--- src/rtl/risc_v_mike_imem_loader.sv ---
// Instruction-memory loader: turns a byte stream into little-endian 32-bit
// words and writes them into the .text region with one-cycle strobes.
// Stream format: count[7:0], count[15:8], then 4*count payload bytes,
// least-significant byte of each word first.
// The core is held for the whole load. load_done pulses once the image is
// written. load_err latches an oversize header.
module risc_v_mike_imem_loader #(
  parameter int unsigned DATA_MEM_DEPTH = 1024,
  parameter logic [31:0] TEXT_BASE      = 32'h0040_0000,
  parameter int unsigned CNT_W          = 16
) (
  input  logic             clk,
  input  logic             rst,
  input  logic             load_start,
  input  logic             byte_valid,
  input  logic [7:0]       byte_data,
  output logic             byte_ready,
  output logic             imem_wr_en,
  output logic [31:0]      imem_wr_addr,
  output logic [31:0]      imem_wr_data,
  output logic             core_hold,
  output logic             load_done,
  output logic             load_err,
  output logic [CNT_W-1:0] words_loaded
);

  typedef enum logic [2:0] {
    IDLE, HDR_LO, HDR_HI, PAYLOAD, WRITE, DONE, ERR
  } state_t;

  state_t           state_q, state_d;
  logic [CNT_W-1:0] count_q;
  logic [CNT_W-1:0] word_idx_q;
  logic [1:0]       byte_cnt_q;
  logic [31:0]      shreg_q;
  logic [CNT_W-1:0] hdr_cnt;
  logic             acc;
  logic             hdr_over;
  logic             last_word;

  // A restart pulse closes the byte port for that cycle.
  assign byte_ready = (state_q == HDR_LO || state_q == HDR_HI || state_q == PAYLOAD) && !load_start;
  assign acc        = byte_valid && byte_ready;
  assign hdr_cnt    = CNT_W'({byte_data, count_q[7:0]});
  assign hdr_over   = 32'(hdr_cnt) > DATA_MEM_DEPTH;
  assign last_word  = (word_idx_q + CNT_W'(1)) == count_q;

  assign imem_wr_en   = (state_q == WRITE);
  // Address and data are forced to zero outside the strobe. This keeps the bus quiet while idle.
  assign imem_wr_addr = imem_wr_en ? TEXT_BASE + 32'({word_idx_q, 2'b00}) : 32'h0;
  assign imem_wr_data = imem_wr_en ? shreg_q : 32'h0;
  assign core_hold    = (state_q != IDLE);
  assign load_done    = (state_q == DONE);

  // State register
  always_ff @(posedge clk or negedge rst) begin
    if (!rst) state_q <= IDLE;
    else      state_q <= state_d;
  end

  // Next-state logic. load_start overrides every state.
  always_comb begin
    state_d = state_q;
    unique case (state_q)
      IDLE:    state_d = IDLE;
      HDR_LO:  if (acc) state_d = HDR_HI;
      HDR_HI:  if (acc) begin
                 if (hdr_cnt == '0)  state_d = DONE;
                 else if (hdr_over)  state_d = ERR;
                 else                state_d = PAYLOAD;
               end
      PAYLOAD: if (acc && byte_cnt_q == 2'd3) state_d = WRITE;
      WRITE:   state_d = last_word ? DONE : PAYLOAD;
      DONE:    state_d = IDLE;
      ERR:     state_d = ERR;
      default: state_d = IDLE;
    endcase
    if (load_start) state_d = HDR_LO;
  end

  // Datapath: header capture, byte assembly, word counters, sticky error
  always_ff @(posedge clk or negedge rst) begin
    if (!rst) begin
      count_q      <= '0;
      word_idx_q   <= '0;
      words_loaded <= '0;
      byte_cnt_q   <= '0;
      shreg_q      <= '0;
      load_err     <= 1'b0;
    end else if (load_start) begin
      word_idx_q   <= '0;
      words_loaded <= '0;
      byte_cnt_q   <= '0;
      shreg_q      <= '0;
      load_err     <= 1'b0;
    end else begin
      unique case (state_q)
        HDR_LO:  if (acc) count_q <= CNT_W'(byte_data);
        HDR_HI:  if (acc) begin
                   count_q <= hdr_cnt;
                   if (hdr_cnt != '0 && hdr_over) load_err <= 1'b1;
                 end
        // Shift right so the first byte received ends up in bits [7:0].
        PAYLOAD: if (acc) begin
                   shreg_q    <= {byte_data, shreg_q[31:8]};
                   byte_cnt_q <= byte_cnt_q + 2'd1;
                 end
        WRITE:   begin
                   word_idx_q   <= word_idx_q + CNT_W'(1);
                   words_loaded <= words_loaded + CNT_W'(1);
                 end
        default: ;
      endcase
    end
  end

endmodule

--- config.mk ---
export PLATFORM = sky130hd
export DESIGN_NAME = risc_v_mike_imem_loader
export DESIGN_NICKNAME = d
export VERILOG_FILES = /design/src/rtl/risc_v_mike_imem_loader.sv
export SDC_FILE = /design/constraint.sdc
export NUM_CORES = 1
export LEC_CHECK = 0
export CAP_MARGIN = 10
export CORE_MARGIN = 2
export CORE_UTILIZATION = 52
export DETAILED_ROUTE_END_ITERATION = 10
export PLACE_DENSITY = 0.81
export SYNTH_ARGS = -nofsm -noshare
export SYNTH_HDL_FRONTEND = slang
export SYNTH_SLANG_ARGS = --single-unit
export TNS_END_PERCENT = 30
--- constraint.sdc ---
create_clock -name clk -period 2.8 [get_ports clk]
set_input_delay 0.7 -clock clk [delete_from_list [all_inputs] [get_ports clk]]
set_output_delay 0.7 -clock clk [all_outputs]
set_load 0.005 [all_outputs]
; After elaboration in Yosys (flattened, before gate mapping)
; Index checks and enable logic that the tools add are counted.
[op_classes]
add_sub_neg = 4
order_cmp = 1
eq_ne = 13
n_mux = 27
n_bitwise = 2
n_reduce_logical = 21
[op_table]
columns = op, count
row1 = two-way mux 32 bit, 4
row2 = two-way mux 16 bit, 6
row3 = adder 16 x 1 -> 16 bit (second input constant), 2
row4 = case mux 16 bit (2 select lines), 1
row5 = adder 23 x 18 -> 24 bit (first input constant), 1
row6 = two-way mux 24 bit, 1
row7 = two-way mux 3 bit, 7
row8 = equality test 16 bit, 1
row9 = > comparator 16 x 11 -> 1 bit (second input constant), 1
row10 = logical NOT 16 bit, 1
row11 = nonzero test 16 bit, 1
row12 = case mux 3 bit (5 select lines), 1
row13 = nonzero test 2 bit, 6
row14 = equality test 3 bit (second input constant), 3
row15 = AND reduction 4 bit, 2
row16 = equality test 3 x 2 -> 1 bit (second input constant), 2
row17 = two-way mux 2 bit, 3
row18 = inequality test 3 bit (second input constant), 2
row19 = AND reduction 3 bit, 2
row20 = logical AND 1 bit, 4
row21 = two-way mux 1 bit, 4
row22 = inequality test 2 bit (second input constant), 2
row23 = equality test 3 x 1 -> 1 bit (second input constant), 1
row24 = inequality test 3 x 2 -> 1 bit (second input constant), 1
row25 = 7 further kinds, 9
[word_totals]
regBits = 86
in_bits = 12
wordCells = 76

; Logic depth before layout (Yosys ltp)
[logic_depth]
word_depth = 9
depth_mapped = 9
mapped_depth_nobuf = 8

; Least setup slack after synthesis
; OpenSTA, ideal clock, no wires.
[synth_path]
path_kind = reg-to-output
start = register state_q[0]
end = output port imem_wr_data[12]
t_arrival_ps = 1531
path_slack_ps = 569
stages_incl_launch_ff = 8
path_buffers = 3
cell_sequence = dfrtp_1 > buf_2 > nor2_1 > nand2_1 > inv_1 > buf_1 > clkbuf_1 > and2_1
[synth_between]
elab_chain_len = 2
[synth_lines]
columns = item, line
row1 = "start, declared", 31  ; state_t state_q, state_d;
row2 = "start signal, assigned", 58  ; else state_q <= state_d;
row3 = equality test 3 bit, 48  ; assign imem_wr_en = (state_q == WRITE);
row4 = two-way mux 32 bit, 51  ; assign imem_wr_data = imem_wr_en ? shreg_q : 32'h0;
row5 = "end, declared", 20  ; output logic [31:0] imem_wr_data,
; No other way between the ends.

; Final worst setup path
[layout_path]
start = input port load_start
end = output port byte_ready
[layout_between]
elab_chain_len = 2
[layout_lines]
columns = item, line
row1 = "start, declared", 14  ; input logic load_start,
row2 = logical NOT 1 bit, 42  ; assign byte_ready = (state_q == HDR_LO || state_q == HDR_HI || state_q == PAYLOAD) && !load_start;
row3 = logical AND 1 bit, 42
row4 = "end, declared", 17  ; output logic byte_ready,
; No other way between the ends.

==> results.cfg <==
[logic_synthesis]
ys_types = 60
synthFlopType = dfrtp_1
ys_async_sr_fraction_pct = 100
yosys_warnings = 0
yosysTopAreaCell = dfrtp_1
syn_area_um2 = 4690
synth_edf_count = 0
seq_area_frac_synth_pct = 45.9
ys_top_cells_by_area = dfrtp_1, and2_1, a22o_1
yosysMostFrequentCell = dfrtp_1
ys_top_cells_by_count = dfrtp_1, nand2_1, and2_1
syn_area_per_cell_um2 = 9.52
ys_ff_latch = 86
synthCells = 493
synth.top_cell.area_share_pct = 45.9

[timing]
hold_violations = 0
setup_viol = 0
finClkSkew_ns = 0.0168
fmax_mhz = 368
tightestPinTransition_ns = 0.642
min_period_ns = 2.72
period_share_pct = 97.1
relSlewSlack_pct = 57.2
slew_violations = 0
holdWs_ns = 0.366

[grt]
grt_start_max_net_pins = 51
grtUsageMet2_pct = 36.5
antenna_found_initial = 0
track_usage_pct = 23.4
grt_busiest_layer = met2
grt_use_met3_pct = 2.70
overflow = 0
met1_usage_pct = 33.5
grt_first_pass_wirelength_mm = 18.5
grt_pass1_vias = 3744

[power]
power.total_uw = 2640
p_per_area_nw_per_um2 = 456
switching_power_uw = 754
vdd_drop_max_mv = 0.273
combPwrFrac_pct = 14.5
seqPwrFrac_pct = 52.4
p_leak_uw = 0.00246
power_frac_clock_pct = 33.1
netSwitchingFraction_pct = 28.5
intPower_uw = 1890

[floorplanning]
io-pin-count = 97
dieArea_um2 = 9800
die_h_um = 99.0
num_rows = 34
die_width_um = 99.0
start_util_pct = 53.8
design.core.area_um2 = 8720

[final_layout]
post_layout_nonfiller_instances = 680
final_util_pct = 66.4
drive_gt1_share_pct = 7.52
num_antenna_cells = 0
area_delta_synth_final_pct = 23.5
nets = 582
final_cell_area_um2 = 5790

[placed_design]
post-dp-hpwl_mm = 7.78
placed_cell_area_um2 = 5560
port_buffers = 81
place.gp.congestion = 0.921
dp.cells = 663

[cts]
holdBufCountCts = 0
cts_tree = done
clkSinkCount = 86
clk_latency_ns = 0.36
numCtsBuffers = 9
clk_pin_slew_ns = 0.09
clockBufferDepth = 2
cts-root-buf = clkbuf_8
ctsHtreeMaxLevel = 3

[critical_path]
cp_data_required_time_ns = 2.10
ff2ff_setup_slack_ns = 0.26
cp.arrival_ns = 2.02
crit_path_max_fanout = 2
crit_type = input port to output pin
crit_path_start_kind = input port
worst_setup_path_end_kind = output pin

[detailed_routing]
routed_wl_mm = 11.4
ant_nets = 0
num_vias = 3917
dr.pass1.iters = 4
drt_iter0_drc = 238
drcViolationCount = 0
wl_per_cell_um = 16.7
viasPerCell = 5.76

[flow_run]
drv_cap = 0

[worst_hold_path]
min-delay-path-class = input port to async pin

[run_status]
status = completed
## placed cells by master, fill, tap and decap left out, drive strengths merged, types with 4 or more instances in the layout
master,n
buf,13
xor2,21
or3,5
a22o,29
clkdlybuf4s50,80
o22ai,4
nand4,11
nand2,47
nand3,20
nor4,7
nor3b,4
xnor2,24
and2,46
o21ai,25
conb,15
clkbuf,11
inv,17
and3,7
nor3,10
a21oi,8
dfrtp,86
nor2,41
## area by class of cell
cell class	count	area [um^2]
Timing Repair Buffer	94	965
Inverter	15	56.3
Fill cell	687	2930
Clock inverter	6	70.1
Clock buffer	10	128
Sequential cell	86	2150
Multi-Input combinational cell	361	2290
Tap cell	108	135
## what timing repair did
action                     CTS  global route
setup endpoints to repair    0            47
gates resized for setup      0             4
buffers inserted             0             0
## layer usage
metal	share of wire, %	up-vias	routed length [um]
met5	0	-	0
met4	2.2	0	246
met3	5.4	19	610
met2	48	145	5420
met1	45	1936	5080
li1	-	1817	-
## critical path, stage by stage
cell and delay [ns]:
clkdlybuf4s50_1 0.50, nor3_2 0.27, clkdlybuf4s50_1 0.55
## flip-flops by register name, summed over array words and instances, names as in the netlist
signal        count
state_q           3
load_err          1
shreg_q          32
byte_cnt_q        2
word_idx_q       16
count_q          16
words_loaded     16
## power by group through the flow
stage	combinational, uW	clock, uW	sequential [uW]
2_1_floorplan	269	0	1380
3_3_place_gp	369	0	1400
3_5_place_dp	378	0	1400
4_1_cts	382	881	1380
5_1_grt	430	936	1400
6_report	383	876	1380
## per-stage QoR
stage | TNS (ns) | setup WS (ns)
3_3_place_gp | 0 | 0.00145
2_1_floorplan | 0 | 0.569
5_1_grt | -0.0931 | -0.0127
6_report | 0 | 0.0815
4_1_cts | 0 | 0.0196
3_5_place_dp | 0 | 0.0418
## kinds of logic (layout without fill, tap and decap cells)
logic type / Yosys count / count (layout) / share of synthesized area [%]
other: 1 / 15 / 0.0799
multiplexers: 2 / 2 / 0.427
buffers and inverters: 60 / 125 / 6.83
AND/OR/NAND/NOR: 208 / 208 / 24.3
adder cells (fa/ha/maj): 3 / 3 / 0.800
XOR/XNOR: 45 / 45 / 8.40
AO/OA/AOI/OAI: 88 / 88 / 13.3
flip-flops: 86 / 86 / 45.9
## path summary, 6_finish.rpt
| check | startpoint | endpoint | depth (start not counted) |
|---|---|---|---|
| setup / recovery | load_start | byte_ready | 3 |
| hold / removal | rst | words_loaded[13]$_DFFE_PN0P_ | 1 |
| setup reg to reg | word_idx_q[0]$_DFFE_PN0P_ | state_q[1]$_DFFE_PN0P_ | 7 |
| hold reg to reg | shreg_q[1]$_DFFE_PN0P_ | shreg_q[1]$_DFFE_PN0P_ | 1 |
| max in group asynchronous | rst | count_q[1]$_DFFE_PN0P_ | 2 |
| min in group clk | shreg_q[1]$_DFFE_PN0P_ | shreg_q[1]$_DFFE_PN0P_ | 1 |
(Power assumes the default switching activity.)
